--- src/rtl/masked_share_gen.sv ---
// Operand front end for the masked adder: splits a and b into two Boolean shares
// using fresh masks from a 16-bit Galois LFSR, behind a registered valid/ready output.
module masked_share_gen #(
    parameter int unsigned WIDTH  = 4,
    parameter logic [15:0] SEED   = 16'hACE1,
    parameter int unsigned WARMUP = 4
) (
    input  logic             clk,
    input  logic             rst_n,
    input  logic             in_valid,
    output logic             in_ready,
    input  logic [WIDTH-1:0] a,
    input  logic [WIDTH-1:0] b,
    input  logic             seed_load,
    input  logic [15:0]      seed,
    output logic             out_valid,
    input  logic             out_ready,
    output logic [WIDTH-1:0] a0,
    output logic [WIDTH-1:0] a1,
    output logic [WIDTH-1:0] b0,
    output logic [WIDTH-1:0] b1,
    output logic [7:0]       txn_count
);

    typedef enum logic [1:0] {ST_WARMUP, ST_EMPTY, ST_FULL} state_t;

    // A zero seed would lock the LFSR at zero, so it is never allowed in.
    localparam logic [15:0] SEED_NZ   = (SEED == 16'h0) ? 16'hACE1 : SEED;
    localparam logic [15:0] WARM_LAST = (WARMUP == 0) ? 16'd0 : 16'(WARMUP - 1);
    localparam state_t      ST_INIT   = (WARMUP == 0) ? ST_EMPTY : ST_WARMUP;

    state_t             r_state;
    state_t             w_state_next;
    logic [15:0]        r_lfsr;
    logic [15:0]        w_lfsr_next;
    logic [15:0]        r_warm_cnt;
    logic [15:0]        w_warm_next;
    logic               w_lfsr_step;
    logic               w_accept;
    logic               r_out_valid;
    logic [WIDTH-1:0]   r_a0;
    logic [WIDTH-1:0]   r_a1;
    logic [WIDTH-1:0]   r_b0;
    logic [WIDTH-1:0]   r_b1;
    logic [7:0]         r_txn_count;
    logic [WIDTH-1:0]   w_ma;
    logic [WIDTH-1:0]   w_mb;

    assign in_ready  = ((r_state == ST_EMPTY) | ((r_state == ST_FULL) & out_ready)) & ~seed_load;
    assign w_accept  = in_valid & in_ready;
    assign w_ma      = r_lfsr[WIDTH-1:0];
    assign w_mb      = r_lfsr[2*WIDTH-1:WIDTH];
    assign w_lfsr_next = (r_lfsr >> 1) ^ (r_lfsr[0] ? 16'hB400 : 16'h0000);

    always_comb begin
        w_state_next = r_state;
        w_warm_next  = r_warm_cnt;
        w_lfsr_step  = 1'b0;
        if (seed_load) begin
            w_state_next = ST_INIT;
            w_warm_next  = '0;
        end else begin
            case (r_state)
                ST_WARMUP: begin
                    w_lfsr_step = 1'b1;
                    if (r_warm_cnt == WARM_LAST) begin
                        w_state_next = ST_EMPTY;
                        w_warm_next  = '0;
                    end else begin
                        w_warm_next = r_warm_cnt + 16'd1;
                    end
                end
                ST_EMPTY: begin
                    if (in_valid) begin
                        w_state_next = ST_FULL;
                        w_lfsr_step  = 1'b1;
                    end
                end
                ST_FULL: begin
                    if (out_ready) begin
                        w_state_next = in_valid ? ST_FULL : ST_EMPTY;
                        w_lfsr_step  = in_valid;
                    end
                end
                default: w_state_next = ST_INIT;
            endcase
        end
    end

    always_ff @(posedge clk or negedge rst_n) begin
        if (!rst_n) begin
            r_state     <= ST_INIT;
            r_lfsr      <= SEED_NZ;
            r_warm_cnt  <= '0;
            r_out_valid <= 1'b0;
            r_a0        <= '0;
            r_a1        <= '0;
            r_b0        <= '0;
            r_b1        <= '0;
            r_txn_count <= '0;
        end else begin
            r_state     <= w_state_next;
            r_warm_cnt  <= w_warm_next;
            r_out_valid <= (w_state_next == ST_FULL);
            if (seed_load) begin
                r_lfsr <= (seed == 16'h0) ? SEED_NZ : seed;
            end else if (w_lfsr_step) begin
                r_lfsr <= w_lfsr_next;
            end
            // Masks come from the pre-step LFSR value on the accepting edge.
            if (w_accept) begin
                r_a0        <= a ^ w_ma;
                r_a1        <= w_ma;
                r_b0        <= b ^ w_mb;
                r_b1        <= w_mb;
                r_txn_count <= r_txn_count + 8'd1;
            end
        end
    end

    assign out_valid = r_out_valid;
    assign a0        = r_a0;
    assign a1        = r_a1;
    assign b0        = r_b0;
    assign b1        = r_b1;
    assign txn_count = r_txn_count;

endmodule

--- config.mk ---
export PLATFORM = sky130hd
export DESIGN_NAME = masked_share_gen
export DESIGN_NICKNAME = d
export VERILOG_FILES = /design/src/rtl/masked_share_gen.sv
export SDC_FILE = /design/constraint.sdc
export NUM_CORES = 1
export LEC_CHECK = 0
export BUFFER_PORTS_ARGS = -buffer_cell sky130_fd_sc_hd__buf_4
export CORE_ASPECT_RATIO = 1.5
export CORE_MARGIN = 8
export CORE_UTILIZATION = 25
export CTS_BUF_LIST = sky130_fd_sc_hd__clkbuf_4
export DETAILED_ROUTE_END_ITERATION = 16
export PLACE_DENSITY = 0.46
export SLEW_MARGIN = 20
export SYNTH_ARGS = -nofsm -noshare
export SYNTH_HDL_FRONTEND = slang
export SYNTH_SLANG_ARGS = --single-unit
export TNS_END_PERCENT = 10
--- constraint.sdc ---
create_clock -name clk -period 4.9 [get_ports clk]
set_input_delay 1.47 -clock clk [delete_from_list [all_inputs] [get_ports clk]]
set_output_delay 1.47 -clock clk [all_outputs]
set_load 0.02 [all_outputs]
==> results.py <==
metrics = {
    "outcome": {
        "outcome": "complete, no violations",
    },
    "detailed_routing": {
        "drt_iter0_drc": 134,
        "drc": 0,
        "vias": 2328,
        "postRouteWirelength_um": 7180,
        "wl_per_cell_um": 14.7,
        "viasPerCell": 4.77,
        "ant_nets": 0,
        "drt_pass1_iterations": 4,
    },
    "logic_synthesis": {
        "synth_edf_count": 0,
        "synth_compound_area_share_pct": 15.6,
        "ys_seq_area_share_pct": 51.3,
        "synth-xor-area-share_pct": 7.56,
        "synth.mux.area_fraction_pct": 4.88,
        "synthTopCellsByCount": "dfrtp_1, nor2_1, a21oi_1",
        "synth_warnings": 0,
        "synth_most_common_cell": "dfrtp_1",
        "netlist_area_um2": 2900,
        "ys.flop_type": "dfrtp_1",
        "syn_inst": 280,
        "async_reset_ff_share_pct": 100,
        "synth_adder_area_share_pct": 0.864,
        "synthTopCellsByArea": "dfrtp_1, dfstp_2, xnor2_1",
        "syn_nets": 311,
        "synthSimpleGateAreaFrac_pct": 16.0,
        "synth_top_area_cell": "dfrtp_1",
        "synth_top_family_by_area": "simple AND/OR/NAND/NOR gates",
        "synthDistinctLibCells": 49,
        "synth_top_area_share_pct": 44.1,
        "ys_ff_latch": 59,
        "synth_area_per_cell_um2": 10.3,
    },
    "clock_network": {
        "cts_root_buf": "clkbuf_4",
        "cts_resized": 0,
        "numCtsBuffers": 9,
        "path_clk_slew_ps": 90,
        "ctsHoldBuffers": 0,
        "h-tree-depth": 3,
        "worstSkewPairLatency_ps": 400,
        "post_cts_buffers": 0,
        "clk_path_buf_depth": 2,
        "cts.sinks": 59,
        "cts_tree": "built",
    },
    "timing": {
        "clock-skew-final_ps": 13.4,
        "max_slew_margin_pct": 48.5,
        "max_freq_mhz": 281,
        "hold_slack_ps": 485,
        "worstMarginPinSlew_ps": 772,
        "drv_slew": 0,
        "finalCritPeriodShare_pct": 72.7,
        "setup_viol": 0,
        "period_minus_slack_ps": 3560,
        "finalHoldViolations": 0,
        "fin_setup_tns_ps": 0,
        "rsz0062_at_grt": "no",
    },
    "finish": {
        "area_growth_pct": 23.8,
        "final_area_um2": 3580,
        "nets": 364,
        "final_util_pct": 31.4,
        "n_antenna_cell": 0,
        "drive_above_1_share_pct": 27.8,
    },
    "critical_path": {
        "path_buf_inv": 2,
        "crit_path_start": "out_ready",
        "cp.arrival_ps": 2090,
        "max_stage_delay_ps": 180,
        "path_delay_family": "simple AND/OR/NAND/NOR gates",
        "crit_path_start_kind": "input port",
        "cp_slowest_cell": "and3b_1",
        "critPathKind": "input port to output pin",
        "crit_path_end_kind": "output pin",
        "r2r_start": "r_warm_cnt[0]",
        "crit_path_cell_trace": "buf_4 -> and3b_1 -> nor2_1 -> nor2_1 -> buf_4",
        "worst-path-max-fanout": 4,
        "crit_required_ps": 3430,
    },
    "floorplanning": {
        "ios": 55,
        "fp.dieH_um": 148,
        "dieArea_um2": 15400,
        "fp-row-count": 48,
        "dieWidth_um": 104,
        "core_area_um2": 11400,
        "start_util_pct": 25.4,
    },
    "hold_path": {
        "min_path_type": "register to register",
        "hp-start": "r_lfsr[10]",
    },
    "global_route": {
        "grt_first_pass_wirelength_um": 12000,
        "grt.total_usage_pct": 9.84,
        "grt_overflow": 0,
        "first_global_vias": 2238,
        "antenna_found_initial": 0,
        "grt_max_degree": 60,
    },
    "placed_design": {
        "place.gp.congestion": 0.742,
        "portBuffers": 54,
        "dp_hpwl_um": 5180,
        "placed_cell_area_um2": 3450,
    },
    "job": {
        "cap_violations": 0,
    },
    "power": {
        "power_density_nw_per_um2": 418,
        "vdd_drop_max_mv": 0.120,
        "cellLeakagePower_uw": 0.00157,
    },
}
-- metrics by stage --
stage	setup slack [ps]	std cells	power (uW)
after floorplan	1120	280	974
after global placement	1310	472	1180
after detailed placement	1320	472	1190
after CTS	1320	488	1530
after global routing	1300	488	1610
final	1340	488	1500
-- routing by layer --
layer / vias up / share of wire, % / routed length, um / GRT usage [%]
li1: 1140 / - / - / -
met1: 1112 / 45 / 3260 / 11.6
met2: 64 / 48 / 3410 / 15.6
met3: 12 / 5.1 / 366 / 3.44
met4: 0 / 1.9 / 139 / 4.80
met5: - / 0 / 0 / 0
-- cell type report --
class                   instances  area [um^2]
repair buffers                 56          420
well taps                     150          188
clock inverters                 6         56.3
multi-input cells             193         1310
flip-flops and latches         59         1490
fillers                      1221         7830
inverters                      14         52.6
clock buffers                  10         75.1
-- final timing paths --
check | to | slack [ps] | cells past startpoint
max | in_ready | 1340 | 5
min reg2reg | r_lfsr[10] | 490 | 2
max reg2reg | r_warm_cnt[8] | 2460 | 5
max in group asynchronous | b1[1] | 3260 | 1
min | r_lfsr[10] | 490 | 2
min in group asynchronous | a1[0] | 1130 | 1
-- placed cells by master (no fill, tap or decap), types with 5 or more instances in the layout --
master	count
buf_4	56
dfrtp_1	51
nor2_1	28
a21oi_1	19
xnor2_1	17
inv_1	14
nand2_1	14
nand4_1	11
o21ai_0	10
clkbuf_4	10
a31oi_1	8
xor2_1	8
o221ai_1	8
dfstp_2	8
nand3_1	7
mux2_2	7
nor4_1	5
nor3_1	5
-- cell families (layout without fill, tap and decap cells) --
family,Yosys count,count (layout)
compound gates,65,65
fa+ha+maj,2,2
simple gates,88,88
flops,59,59
xor+xnor,25,25
mux,13,13
buf+inv,28,86
-- state kept, by name (all words and copies together) (netlist names) --
register	flops
b0	4
r_state	2
out_valid	1
b1	4
r_lfsr	16
a1	4
txn_count	8
a0	4
r_warm_cnt	16
-- worst register-to-register path, stage by stage (launching register included) --
cell and delay, ps:
dfrtp_1 430, ha_1 230, nor4b_1 270, nand4_1 570, o31ai_2 700, nor2_1 120
-- power by group --
group          switching, uW  leakage [uW]  internal (uW)
Sequential              90.8      0.000750            607
Clock                    181     0.0000736            157
Combinational            250      0.000744            214
Total                    522       0.00157            978
Power figures use the tool's default switching activity.
